File: config.mk
export PLATFORM = sky130hd
export DESIGN_NAME = count_job_arbiter
export DESIGN_NICKNAME = d
export VERILOG_FILES = /design/src/rtl/count_job_arbiter.sv
export SDC_FILE = /design/constraint.sdc
export NUM_CORES = 1
export LEC_CHECK = 0
export ABC_CLOCK_PERIOD_IN_PS = 2270
export BUFFER_PORTS_ARGS = -buffer_cell sky130_fd_sc_hd__buf_4
export CORE_ASPECT_RATIO = 1.25
export CORE_UTILIZATION = 50
export DETAILED_ROUTE_END_ITERATION = 10
export GPL_TIMING_DRIVEN = 1
export PLACE_DENSITY_LB_ADDON = 0.15
export SLEW_MARGIN = 40
export SYNTH_ARGS = -nofsm -noshare
export SYNTH_HDL_FRONTEND = slang
export SYNTH_SLANG_ARGS = --single-unit
File: constraint.sdc
create_clock -name clk -period 2.27 [get_ports clk]
set_input_delay 0.5675 -clock clk [delete_from_list [all_inputs] [get_ports clk]]
set_output_delay 0.5675 -clock clk [all_outputs]
set_load 0.005 [all_outputs]
File: src/rtl/count_job_arbiter.sv
// count_job_arbiter: two-requester round-robin arbiter feeding a modulo-N
// up/down step counter. A granted job loads a start value, takes len steps
// in the requested direction, then pulses done for one cycle.
module count_job_arbiter #(
   parameter int N = 10,
   parameter int W = 4
) (
   input  logic             clk,
   input  logic             rst,
   input  logic [1:0]       req_valid,
   output logic [1:0]       req_ready,
   input  logic [2*W-1:0]   req_start,
   input  logic [2*W-1:0]   req_len,
   input  logic [1:0]       req_dir,
   input  logic             abort,
   output logic [W-1:0]     count,
   output logic             busy,
   output logic             grant_id,
   output logic             done,
   output logic             done_id
);

   typedef enum logic [1:0] {
      ST_IDLE = 2'd0,
      ST_LOAD = 2'd1,
      ST_RUN  = 2'd2,
      ST_DONE = 2'd3
   } state_t;

   state_t         state_r;
   state_t         state_s;
   logic [W-1:0]   count_r;
   logic [W-1:0]   rem_r;
   logic [W-1:0]   start_r;
   logic [W-1:0]   len_r;
   logic           dir_r;
   logic           id_r;
   logic           prio_r;

   logic           win_s;
   logic           hs_s;
   logic [W-1:0]   sel_start_s;
   logic [W-1:0]   sel_len_s;
   logic           sel_dir_s;
   logic [1:0]     req_ready_s;
   logic           busy_s;
   logic           done_s;

   // Start values beyond the modulus are pinned to the largest legal count.
   function automatic logic [W-1:0] clamp_start(input logic [W-1:0] v);
      if ({1'b0, v} >= (W+1)'(N)) begin
         return W'(N - 1);
      end else begin
         return v;
      end
   endfunction

   // One modulo-N step in the given direction (1 = up, 0 = down).
   function automatic logic [W-1:0] step_count(input logic [W-1:0] c, input logic up);
      if (up) begin
         return (c == W'(N - 1)) ? W'(0) : c + W'(1);
      end else begin
         return (c == W'(0)) ? W'(N - 1) : c - W'(1);
      end
   endfunction

   // Arbitration: a lone valid requester wins, otherwise the pointer decides.
   always_comb begin
      win_s = prio_r;
      if (req_valid == 2'b01) begin
         win_s = 1'b0;
      end else if (req_valid == 2'b10) begin
         win_s = 1'b1;
      end else begin
         win_s = prio_r;
      end
   end

   // Mux the winning requester's job fields.
   always_comb begin
      sel_start_s = req_start[W-1:0];
      sel_len_s   = req_len[W-1:0];
      sel_dir_s   = req_dir[0];
      if (win_s) begin
         sel_start_s = req_start[2*W-1:W];
         sel_len_s   = req_len[2*W-1:W];
         sel_dir_s   = req_dir[1];
      end else begin
         sel_start_s = req_start[W-1:0];
         sel_len_s   = req_len[W-1:0];
         sel_dir_s   = req_dir[0];
      end
   end

   assign hs_s = |(req_valid & req_ready_s);

   // FSM state register.
   always_ff @(posedge clk or posedge rst) begin
      if (rst) begin
         state_r <= ST_IDLE;
      end else begin
         state_r <= state_s;
      end
   end

   // FSM next-state logic; abort only matters while a job is loading or running.
   always_comb begin
      state_s = state_r;
      case (state_r)
         ST_IDLE: begin
            if (hs_s) begin
               state_s = ST_LOAD;
            end else begin
               state_s = ST_IDLE;
            end
         end
         ST_LOAD: begin
            if (abort) begin
               state_s = ST_IDLE;
            end else if (len_r != W'(0)) begin
               state_s = ST_RUN;
            end else begin
               state_s = ST_DONE;
            end
         end
         ST_RUN: begin
            if (abort) begin
               state_s = ST_IDLE;
            end else if (rem_r == W'(1)) begin
               state_s = ST_DONE;
            end else begin
               state_s = ST_RUN;
            end
         end
         ST_DONE: begin
            state_s = ST_IDLE;
         end
         default: begin
            state_s = ST_IDLE;
         end
      endcase
   end

   // FSM outputs decoded from the state register; ready is held low during reset.
   always_comb begin
      busy_s      = 1'b0;
      done_s      = 1'b0;
      req_ready_s = 2'b00;
      case (state_r)
         ST_IDLE: begin
            busy_s = 1'b0;
            if (!rst && (req_valid != 2'b00)) begin
               req_ready_s = win_s ? 2'b10 : 2'b01;
            end else begin
               req_ready_s = 2'b00;
            end
         end
         ST_LOAD: begin
            busy_s = 1'b1;
         end
         ST_RUN: begin
            busy_s = 1'b1;
         end
         ST_DONE: begin
            busy_s = 1'b1;
            done_s = 1'b1;
         end
         default: begin
            busy_s = 1'b0;
         end
      endcase
   end

   // Job datapath: latch on handshake, load, step, and hand the pointer over at job end.
   always_ff @(posedge clk or posedge rst) begin
      if (rst) begin
         count_r <= W'(0);
         rem_r   <= W'(0);
         start_r <= W'(0);
         len_r   <= W'(0);
         dir_r   <= 1'b0;
         id_r    <= 1'b0;
         prio_r  <= 1'b0;
      end else begin
         case (state_r)
            ST_IDLE: begin
               if (hs_s) begin
                  id_r    <= win_s;
                  start_r <= clamp_start(sel_start_s);
                  len_r   <= sel_len_s;
                  dir_r   <= sel_dir_s;
               end
            end
            ST_LOAD: begin
               if (abort) begin
                  prio_r <= ~id_r;
               end else begin
                  count_r <= start_r;
                  rem_r   <= len_r;
               end
            end
            ST_RUN: begin
               if (abort) begin
                  prio_r <= ~id_r;
               end else begin
                  count_r <= step_count(count_r, dir_r);
                  rem_r   <= rem_r - W'(1);
               end
            end
            ST_DONE: begin
               prio_r <= ~id_r;
            end
            default: begin
               prio_r <= prio_r;
            end
         endcase
      end
   end

   assign req_ready = req_ready_s;
   assign busy      = busy_s;
   assign done      = done_s;
   assign count     = count_r;
   assign grant_id  = id_r;
   assign done_id   = id_r;

endmodule

Word level (Yosys, flattened, before mapping)
Index checks and enable logic that the tools add are counted.
{"block": "totals", "register_bits": 21, "output_inout_bits": 10}
{"block": "op_classes", "n_addsub": 3, "order_cmp": 1, "eq_ne": 10, "n_mux": 28, "bitwise": 2, "reduce_logical": 14}
{"op": "4-bit 2-to-1 mux", "count": 10}
{"op": "4-bit case mux with 2 select lines", "count": 2}
{"op": "2-bit 2-to-1 mux", "count": 5}
{"op": "1-bit 2-to-1 mux", "count": 8}
{"op": "2-bit case mux with 4 select lines", "count": 1}
{"op": "4-bit by 1-bit subtractor with 4-bit output, second input constant", "count": 2}
{"op": "2-bit == test, second input constant", "count": 3}
{"op": "2-bit nonzero test", "count": 3}
{"op": "4-bit by 1-bit adder with 4-bit output, second input constant", "count": 1}
{"op": "2-bit by 1-bit == test with 1-bit output, second input constant", "count": 2}
{"op": "4-bit by 1-bit == test with 1-bit output, second input constant", "count": 1}
{"op": "4-bit == test, second input constant", "count": 1}
{"op": "4-bit >= comparator, second input constant", "count": 1}
{"op": "4-bit zero test", "count": 1}
{"op": "2-bit != test, second input constant", "count": 2}
{"op": "1-bit case mux with 2 select lines", "count": 2}
{"op": "2-bit AND reduction", "count": 2}
{"op": "4-bit nonzero test", "count": 1}
{"op": "2-bit OR reduction", "count": 2}
{"op": "3-bit AND reduction", "count": 1}
{"op": "3-bit OR reduction", "count": 1}
{"op": "2-bit AND", "count": 1}
{"op": "2-bit zero test", "count": 1}
{"op": "2-bit by 1-bit != test with 1-bit output, second input constant", "count": 1}
{"op": "3 further kinds", "count": 3}

Depth between registers and ports, before layout
{"block": "logic_depth", "word_depth": 10, "depth_mapped": 7, "mapped_depth_nobuf": 6}

Least setup slack after synthesis
No wires, ideal clock.
{"block": "synth_path", "kind": "register to output", "startpoint": "register state_r[0]", "endpoint": "output req_ready[0]", "arrival_time_ns": 1.328, "slack_ns": 0.375, "stages_incl_launch_ff": 7, "cell_sequence": "dfrtp_1 -> inv_1 -> ha_1 -> nand2b_1 -> or2_2 -> clkbuf_1 -> nor2_1"}
{"block": "synth_via", "elab_chain_cells": 2}
{"element": "from (decl)", "line_no": "30", "source": "state_t state_r;"}
{"element": "from (signal assigned)", "line_no": "102", "source": "state_r <= state_s;"}
{"element": "2-bit zero test", "line_no": "149", "source": "case (state_r)"}
{"element": "2-bit 2-to-1 mux", "line_no": "149"}
{"element": "to (decl)", "line_no": "11", "source": "output logic [1:0] req_ready,"}
No other way between the ends.

Final worst setup path
Same ends and word-level chain as after synthesis.

==> results.toml <==
[run_status]
outcome = "finished, final reports clean"

[synthesis]
yosys.area.top_type_share = 0.379
ys_ff_latch = 21
synthArstFlopShare = 1.00
netlist_area_um2 = 1390
synth-main-ff-cell = "dfrtp_1"
synth_top_area_cell = "dfrtp_1"
syn_inst = 168
synth_area_leaders = "dfrtp_1 (38%), nand2_1 (6.2%), a31oi_1 (5.4%), ha_1 (5.4%), nor2_1 (4.6%)"
syn_avg_cell_area_um2 = 8.25
synth_most_common_cell = "nand2_1"
synth_nets = 197
yosys_warnings = 0
synth.distinct_cells = 42
synth_top_cells_by_count = "nand2_1 (23), dfrtp_1 (21), nor2_1 (17)"
synth_edf_count = 0
ys_seq_area_frac = 0.379

[power]
combinationalPowerShare = 0.413
seqPwrFrac = 0.466
total_power_w = 0.00147
swShare = 0.392
p_clk_frac = 0.121
p_sw_w = 0.000576
p_int_w = 0.000892
power_density_nw_per_um2 = 871
vdd_drop_max_v = 0.000519
p_leak_nw = 0.761

[timing]
hold_viol_final = 0
drv_slew = 0
fin_crit_ps = 2190
fmax_mhz = 457
worst_pin_slew_ps = 490
holdWs_ps = 268
final.period_utilization = 0.964
maxSlewHeadroom = 0.673
finalSetupTns_ps = 0
setup_viol = 0
clock_skew_ps = 2.03
layout_setup_ws_ps = 82.3

[grt]
grt_overflow = 0
grt_max_degree = 22
antenna_found_initial = 0
grt_pass1_wl_mm = 4.92
grt_usage = 0.208
first_global_vias = 1157

[critical_path]
start_kind = "flip-flop"
end_kind = "output port"
path_max_fanout = 7
rrSetupSlack_ps = 510
startpoint = "state_r[0]$_DFF_PP0_"
path_class = "reg2out"
cp.arrival_ps = 1620
r2r-start = "state_r[0]$_DFF_PP0_"
crit_required_ps = 1700

[placement]
dp_hpwl_mm = 2.35
pre_cts_ws_ps = 187
port_buffers = 32
routabilityCongestion = 0.810

[routing]
routedWlPerCell_um = 13.2
drt-initial-drc-count = 40
via_count = 1286
first_pass_iters = 4
via_per_inst = 5.57
ant_nets = 0
wirelength_mm = 3.06
drc = 0

[hold_path]
hold_class = "in2async"

[final_layout]
nNetsFinal = 227
antenna_cells = 0
drive_gt1_frac = 0.254
syn_to_final_growth_pct = 21.6

[clocking]
clkSinkCount = 21
cts_root_buffer = "clkbuf_4"
clk_path_buf_depth = 2
worstSkewPairLatency_ps = 290
htreeDepth = 1
path_clk_slew_ps = 120
tritoncts = "yes"
cts_made_buffers = 3

[die]
io_pins = 33
rows = 21
die_h_um = 60.9
die-area_um2 = 2990
die_x_um = 49.1
start_util = 0.522
core_area_um2 = 2650

[flow_run]
drv_cap = 0
worst max-delay path: stages (launching register included):
cell      delay (ps)
dfrtp_1          430
inv_2             90
ha_4             160
nand2b_1          90
or2_4            300
nor2_2           140
buf_4            120
metal layers:
layer,routed length (um),track usage,vias to the layer above
met5,0,0,-
met4,55,0.0714,0
met3,115,0.0175,8
met2,1530,0.401,44
met1,1360,0.244,585
li1,-,-,649
cells in the final DEF (no fill, tap or decap), drive strengths merged, types with 2 or more instances in the layout:
cell,netlist,routed
o31ai,3,3
nand3,2,2
clkbuf,6,4
nand2,23,23
dfrtp,21,21
o221a,2,2
inv,11,11
nor3,3,3
a21oi,11,11
a211oi,2,2
nor3b,2,2
o21ai,9,9
ha,6,6
a211o,3,3
a31oi,12,12
nor2b,4,4
o21bai,2,2
nor2,17,17
nand2b,4,4
buf,5,36
xnor2,2,2
or3,2,2
power by group through the flow:
stage	clock [W]	combinational, W	sequential (W)
after floorplan	0	0.000485	0.000598
after global placement	0	0.000578	0.000680
after detailed placement	0	0.000593	0.000692
after CTS	0.000181	0.000599	0.000682
after global routing	0.000195	0.000682	0.000708
final	0.000178	0.000606	0.000684
cell families after synthesis:
logic type	synth area share
AOI/OAI and AO/OA	0.255
DFF	0.379
xor gates and xnor gates	0.0126
and+or+nand+nor	0.210
adders and majority gates	0.0542
muxes	0.0180
buffers and inverters	0.0713
final timing paths:
path                            cells past startpoint                endpoint
worst max-delay path                                6            req_ready[0]
worst min-delay path                                2    rem_r[0]$_DFFE_PP0P_
worst max register to register                      6    rem_r[3]$_DFFE_PP0P_
worst min register to register                      2  start_r[1]$_DFFE_PP0P_
max in group asynchronous                           2    count[0]$_DFFE_PP0P_
min in group clk                                    2    state_r[1]$_DFF_PP0_
final cells by class:
cell class	instances	area (um^2)
Clock buffer	4	26.3
Fill cell	233	968
Inverter	11	41.3
Multi-Input combinational cell	125	779
Sequential cell	21	526
Tap cell	34	42.5
Timing Repair Buffer	36	270
what timing repair did:
item                                    CTS  global route
endpoints found under the setup margin    2             2
buffers inserted                          0             2
hold buffers                              0             0
gates resized for setup                   3             3
stage by stage:
| stage | utilization | area (um^2) | std cells |
|---|---|---|---|
| floorplan | - | 1390 | 168 |
| detailed placement | 0.613 | 1630 | 225 |
| global route | 0.635 | 1690 | 231 |
| CTS | 0.626 | 1660 | 229 |
| global placement | 0.613 | 1630 | 225 |
| finish | 0.635 | 1690 | 231 |
state kept, by name, indices dropped and copies added, names as in the netlist:
name / count
count: 4
start_r: 4
done_id: 1
len_r: 4
state_r: 2
rem_r: 4
dir_r: 1
prio_r: 1
Power figures use the tool's default switching activity.
